--- src/rtl/mux2_arb.sv ---
// ---------------------------------------------------------------------------
// mux2_arb -- two-channel valid/ready arbiter feeding a one-entry output
// register. Contention is resolved round robin against the last granted
// channel; channel 0 wins the first contention after reset.
//
// Parameters:
//   W           data width of every channel
// Ports:
//   clk         clock, all state updates on the rising edge
//   rst_n       asynchronous active-low reset
//   in0_*       channel 0 valid/ready/data
//   in1_*       channel 1 valid/ready/data
//   out_valid   output register holds a word
//   out_ready   downstream takes the word this cycle
//   out_data    registered payload
//   out_sel     channel the registered payload came from
//   gnt_cnt0/1  saturating per-channel load counters, only present when
//               the macro MUX2_ARB_GNT_CNT_EN is defined
// ---------------------------------------------------------------------------
module mux2_arb #(
    parameter int W = 8
) (
    input  logic         clk,
    input  logic         rst_n,
    input  logic         in0_valid,
    output logic         in0_ready,
    input  logic [W-1:0] in0_data,
    input  logic         in1_valid,
    output logic         in1_ready,
    input  logic [W-1:0] in1_data,
    output logic         out_valid,
    input  logic         out_ready,
    output logic [W-1:0] out_data,
    output logic         out_sel
`ifdef MUX2_ARB_GNT_CNT_EN
    ,
    output logic [7:0]   gnt_cnt0,
    output logic [7:0]   gnt_cnt1
`endif
);

    typedef enum logic {
        S_EMPTY = 1'b0,
        S_FULL  = 1'b1
    } state_t;

    state_t         state_q, state_d;
    logic [W-1:0]   out_data_q, out_data_d;
    logic           out_sel_q, out_sel_d;
    logic           last_gnt_q, last_gnt_d;
    logic           load;
    logic           gnt;

    // Load whenever the register is (or is about to become) free and
    // something is offered. On contention the channel other than the last
    // winner is granted; otherwise whichever channel is valid.
    always_comb begin
        load = ((state_q == S_EMPTY) || out_ready) && (in0_valid || in1_valid);
        gnt  = (in0_valid && in1_valid) ? ~last_gnt_q : in1_valid;
    end

    // State register
    always_ff @(posedge clk or negedge rst_n) begin
        if (!rst_n) begin
            state_q <= S_EMPTY;
        end else begin
            state_q <= state_d;
        end
    end

    // Next-state logic
    always_comb begin
        state_d = state_q;
        case (state_q)
            S_EMPTY: if (load)                state_d = S_FULL;
            S_FULL:  if (out_ready && !load) state_d = S_EMPTY;
            default:                          state_d = S_EMPTY;
        endcase
    end

    // Output logic. Readies are gated by rst_n so nothing is accepted while
    // reset is held, even though the registers already read EMPTY.
    always_comb begin
        out_valid = (state_q == S_FULL);
        in0_ready = rst_n && load && !gnt;
        in1_ready = rst_n && load && gnt;
    end

    // Datapath: payload, select and round-robin pointer change only on load
    always_comb begin
        out_data_d = out_data_q;
        out_sel_d  = out_sel_q;
        last_gnt_d = last_gnt_q;
        if (load) begin
            out_data_d = gnt ? in1_data : in0_data;
            out_sel_d  = gnt;
            last_gnt_d = gnt;
        end
    end

    always_ff @(posedge clk or negedge rst_n) begin
        if (!rst_n) begin
            out_data_q <= '0;
            out_sel_q  <= 1'b0;
            last_gnt_q <= 1'b1;
        end else begin
            out_data_q <= out_data_d;
            out_sel_q  <= out_sel_d;
            last_gnt_q <= last_gnt_d;
        end
    end

    assign out_data = out_data_q;
    assign out_sel  = out_sel_q;

`ifdef MUX2_ARB_GNT_CNT_EN
    logic [7:0] gnt_cnt0_q, gnt_cnt0_d;
    logic [7:0] gnt_cnt1_q, gnt_cnt1_d;

    // Per-channel load counters, saturating at all-ones
    always_comb begin
        gnt_cnt0_d = gnt_cnt0_q;
        gnt_cnt1_d = gnt_cnt1_q;
        if (load && !gnt && (gnt_cnt0_q != 8'hFF)) gnt_cnt0_d = gnt_cnt0_q + 8'd1;
        if (load && gnt  && (gnt_cnt1_q != 8'hFF)) gnt_cnt1_d = gnt_cnt1_q + 8'd1;
    end

    always_ff @(posedge clk or negedge rst_n) begin
        if (!rst_n) begin
            gnt_cnt0_q <= 8'd0;
            gnt_cnt1_q <= 8'd0;
        end else begin
            gnt_cnt0_q <= gnt_cnt0_d;
            gnt_cnt1_q <= gnt_cnt1_d;
        end
    end

    assign gnt_cnt0 = gnt_cnt0_q;
    assign gnt_cnt1 = gnt_cnt1_q;
`endif

endmodule

--- config.mk ---
export PLATFORM = sky130hd
export DESIGN_NAME = mux2_arb
export DESIGN_NICKNAME = d
export VERILOG_FILES = /design/src/rtl/mux2_arb.sv
export SDC_FILE = /design/constraint.sdc
export NUM_CORES = 1
export LEC_CHECK = 0
export ABC_AREA = 1
export CAP_MARGIN = 20
export CORE_AREA = 5 5 42 44
export CTS_CLUSTER_DIAMETER = 100
export CTS_CLUSTER_SIZE = 14
export DETAILED_ROUTE_END_ITERATION = 10
export DIE_AREA = 0 0 47 49
export DONT_BUFFER_PORTS = 1
export REMOVE_ABC_BUFFERS = 1
export SYNTH_ARGS = -nofsm -noshare
export SYNTH_HDL_FRONTEND = slang
export SYNTH_SLANG_ARGS = --single-unit
--- constraint.sdc ---
create_clock -name clk -period 2.18 [get_ports clk]
set_clock_uncertainty 0.1 [all_clocks]
set_input_delay 0.436 -clock clk [delete_from_list [all_inputs] [get_ports clk]]
set_output_delay 0.436 -clock clk [all_outputs]
set_load 0.05 [all_outputs]
* After elaboration in Yosys (flattened, before gate mapping)
Cells that the tools add are included.
Widths: inputs -> output; s select.
** Word-level totals
- Memories kept :: 0
- Latch bits :: 0
- Bits in writable memories :: 0
- Output and inout port bits :: 12
- Memory bits (read-only) :: 0
- Register bits :: 11
** Operators by class
- Mux-type cells :: 5
- Div/mod/pow operators :: 0
- $mul :: 0
- Reduce and logical (&&, ||, !) cells :: 10
- $lt $le $gt $ge :: 0
- Bitwise operators :: 2
- Add/subtract/negate cells :: 0
- Eq/ne operators :: 0
- Shifts and indexed selects :: 0
** Operators with widths (number)
- $mux 8 :: 1
- $logic_and 1x1->1 :: 6
- $mux 1 :: 3
- $logic_not 1->1 :: 2
- $logic_or 1x1->1 :: 2
- $not 1->1 :: 2
- $pmux 1 s2 :: 1

* Logic depth before layout (Yosys ltp)
Gate-level depths: netlist of run 1.
- Depth in word-level cells :: 7
- Gate-level depth with buffers :: 6
- Mapped depth without buffers :: 5

* Least setup slack after synthesis of run 1
OpenSTA, ideal clock, no wires.
- Path kind :: reg2out
- From :: register state_q (netlist: out_valid)
- To :: output port in0_ready
- Cell stages (with the launch flop) :: 5
- Arrival :: 1.623 ns
- Path slack :: 0.021 ns
- Buffers on the path :: 1
- Cell sequence :: dfrtp_1 nand2_1 o21ai_0 buf_2 nor3_2
** On the way
- Word-level cells in the longest chain between the ends :: 5
** Ends and longest elaborated chain
- start: declaration :: line 47 : state_t state_q, state_d;
- start signal: assignment :: line 67 : state_q <= state_d;
- $not 1->1 :: line 58 : load = ((state_q == S_EMPTY) || out_ready) && (in0_valid || in1_valid);
- $logic_or 1x1->1 :: line 58
- $logic_and 1x1->1 :: line 58
- $logic_and 1x1->1 (2 in series) :: line 85 : in0_ready = rst_n && load && !gnt;
- end: declaration :: line 26 : output logic in0_ready,
No other way between the ends.

* Final worst setup path of run 1
- From :: register last_gnt_q
- To :: output port in0_ready
** On the way
- Word-level cells in the longest chain between the ends :: 4
** Ends and longest elaborated chain
- start: declaration :: line 50 : logic last_gnt_q, last_gnt_d;
- start signal: assignment :: line 109 : last_gnt_q <= last_gnt_d;
- $not 1->1 :: line 59 : gnt = (in0_valid && in1_valid) ? ~last_gnt_q : in1_valid;
- $mux 1 :: line 59
- $logic_not 1->1 :: line 85
- $logic_and 1x1->1 :: line 85
No other way between the ends.

==> run metrics, run 1 <==
P_int=339.4 uW; P_sw=244.8 uW; Die Span Y=49 um; share of layout cells above drive strength 1=0.1263; top_reg_cell synth=dfrtp_1; post-route setup TNS=0 ns; initial antenna violation count=0; Boundary Pins=33; count leader, synth=nand2_1; Post-synth EDFFs=0; Initial Util=0.4357; Distinct cells, synth=12; Synth top cells by count=31 x nand2_1, 20 x inv_1, 16 x nand3_1; CTS tree=done; post-synthesis compound-gate area fraction=0.008197; FFs w/ async S/R, synth=1.000; largest net degree at the start of global routing=12; Post-layout nets=117; Top Layer Used=met4; number of buffers added on ports=0; Sw Share=0.4191; status=complete, no violations; vias in the first global route=571; via/cell ratio=4.847; Seq/Total Area, Yosys=0.4529; Post-Synthesis Cells=88; Mapped Area=610.6 um^2; final worst slack=0.1346 ns; Vias=538; crit-path max FO=9; DRC Markers=0; wire per inst=12.25 um; Crit Path Class=reg -> out; die footprint=2303 um^2; clock power share=0.232; Setup crit start kind=register; CTS sink cnt=11; Mapped Avg Cell Area=6.938 um^2; total congestion overflow=0; Placer Congestion=0.7438; Seq pwr share=0.600; clock-pin transition on the worst setup and hold timing paths=0.06 ns; minimum clock period=2.045 ns; Slew @ Worst Pin=0.5190 ns; DR WL met2=651 um; Layout area overhead=12.91%; Slew headroom=0.6529; dpl cell area=648.1 um^2; worst skew pair latency=0.26 ns; RR Startpoint=last_gnt_q$_DFFE_PN1P_; worst vdd ir=0.4424 mV; synth top area cells=dfrtp_1 41%, nand2_1 19%, nand3_1 13%; cell area after layout=689.4 um^2; number of CTS-inserted buffers=3; RSZ-0062 raised after global routing=no; die width=47 um; Final Setup Violations=0; met3 wire len=114 um; Worst R2R Setup Slack=0.95 ns; Placement Rows=14; WP data required=1.64 ns; Final Util=0.4920; total wire length=1.360 mm; Routed met1 length=573 um; CTS max path bufs=2; Hold Path Origin=in0_valid; Clk Tree Root Cell=clkbuf_4; post-synth top area share=0.4098; Core Box Area=1401 um^2; Comb power frac=0.168; worst-path cell chain=nand2_2 > nand2_4 > inv_1 > nor3_2 > buf_4; YS warnings=0; PwrDens=847.5 nW/um^2; Hold Vio Cnt, Final=0; Critical-path top delay cell=dfstp_2; Max Slew Vio Count=0; DRT Pass-1 Iters=3; Final period util=0.9383; first-pass GRT wire length=2.332 mm; main combinational cell family by area after synthesis=simple AND/OR/NAND/NOR gates; Worst Setup SP=last_gnt_q$_DFFE_PN1P_; post-synthesis adder-cell area fraction=0; fmax=0.4889 GHz; Yosys top cell by area=dfrtp_1; ant diodes=0; peak per-stage delay on the critical path=0.54 ns; FF+latch count, synth=11; WHS=0.2219 ns; Crit. End Element=output port; Simple-Gate Fraction of Synth Area=0.3955; XOR/XNOR Fraction of Synth Area=0; leakage power=0.4212 nW; Worst EP arrival=1.51 ns; Max H-tree Level=1; Global Route Usage Sum=0.1404; post-DP HPWL=1.083 mm; setup slack at placement=0.3634 ns; Hold/Removal Path Class=in -> reg; DRT iter0 DRCs=8; DRT antenna net count=0; FILL cells=160; # Post-CTS Setup Buffers=0; multiplexer share of the synthesized area=0; Max Cap Viol=0
## sequential cells by signal (all words and copies together), names as in the netlist
register,flops
out_sel,1
last_gnt_q,1
out_valid,1
out_data,8
## timing repair
| action | 4_1_cts | 5_1_grt |
|---|---|---|
| hold buffers | 1 | 0 |
| setup endpoints to repair | 0 | 2 |
| hold endpoints to repair | 11 | 0 |
| gates resized for setup | 0 | 1 |
## power groups by stage
| stage | logic [mW] | registers, mW | clock network [mW] |
|---|---|---|---|
| finish | 0.0980 | 0.351 | 0.136 |
| global route | 0.115 | 0.355 | 0.156 |
| CTS | 0.0989 | 0.352 | 0.142 |
| floorplan | 0.0698 | 0.353 | 0 |
| detailed placement | 0.0929 | 0.356 | 0 |
| global placement | 0.0914 | 0.355 | 0 |
## metrics by stage
stage	cells	power, mW
after floorplan	86	0.4232
after global placement	106	0.4468
after detailed placement	106	0.4489
after CTS	111	0.5926
after global routing	111	0.6251
final	111	0.5842
## critical path: cells and delay by family, from the launching register on
family,cells,cell delay (ns)
simple gates,3,0.42
flops,1,0.54
buf+inv,2,0.29
## cell type report
class,count,area (um^2),share of cell area
clock buffer,4,26.28,0.03811
inverter,20,75.07,0.1089
timing repair buffer,5,40.04,0.05808
tap,16,20.02,0.02904
multi-input combinational,55,251.5,0.3648
sequential,11,276.5,0.4011
## per-layer routing
layer	vias to the layer above	GRT usage
met5	-	0
met4	0	0.08295
met3	2	0.03321
met2	21	0.1991
met1	239	0.1872
li1	276	-
## worst paths after layout
| path | endpoint | cells past startpoint |
|---|---|---|
| setup / recovery | in0_ready | 5 |
| min in group asynchronous | out_sel$_DFFE_PN0P_ | 1 |
| setup reg to reg | out_sel$_DFFE_PN0P_ | 5 |
| hold / removal | out_valid$_DFF_PN0_ | 2 |
| hold reg to reg | last_gnt_q$_DFFE_PN1P_ | 2 |
| max in group asynchronous | last_gnt_q$_DFFE_PN1P_ | 1 |
## cell usage in the layout (no fill, tap or decap)
cell type,n
buf_4,4
clkbuf_1,1
clkbuf_4,3
dfrtp_1,10
dfstp_2,1
dlygate4sd3_1,1
inv_1,20
nand2_1,31
nand2_2,1
nand2_4,1
nand3_1,16
nor2_1,3
nor2_4,1
nor3_2,1
o21ai_0,1
## logic make-up after synthesis
family                 Yosys count
flip-flops                      11
buffers and inverters           22
AND/OR/NAND/NOR                 54
AO/OA/AOI/OAI                    1
(Power assumes the default switching activity.)
==> run 2: changes to the inputs <==
CTS_CLUSTER_DIAMETER = not set   (was 100)
==> results of run 2 <==
Final layout, timing and power as in run 1 (identical DEF).
==> run 3: changes to the inputs <==
SLEW_MARGIN = 10   (was not set)
==> results of run 3 <==
Final layout, timing and power as in run 1 (identical DEF).
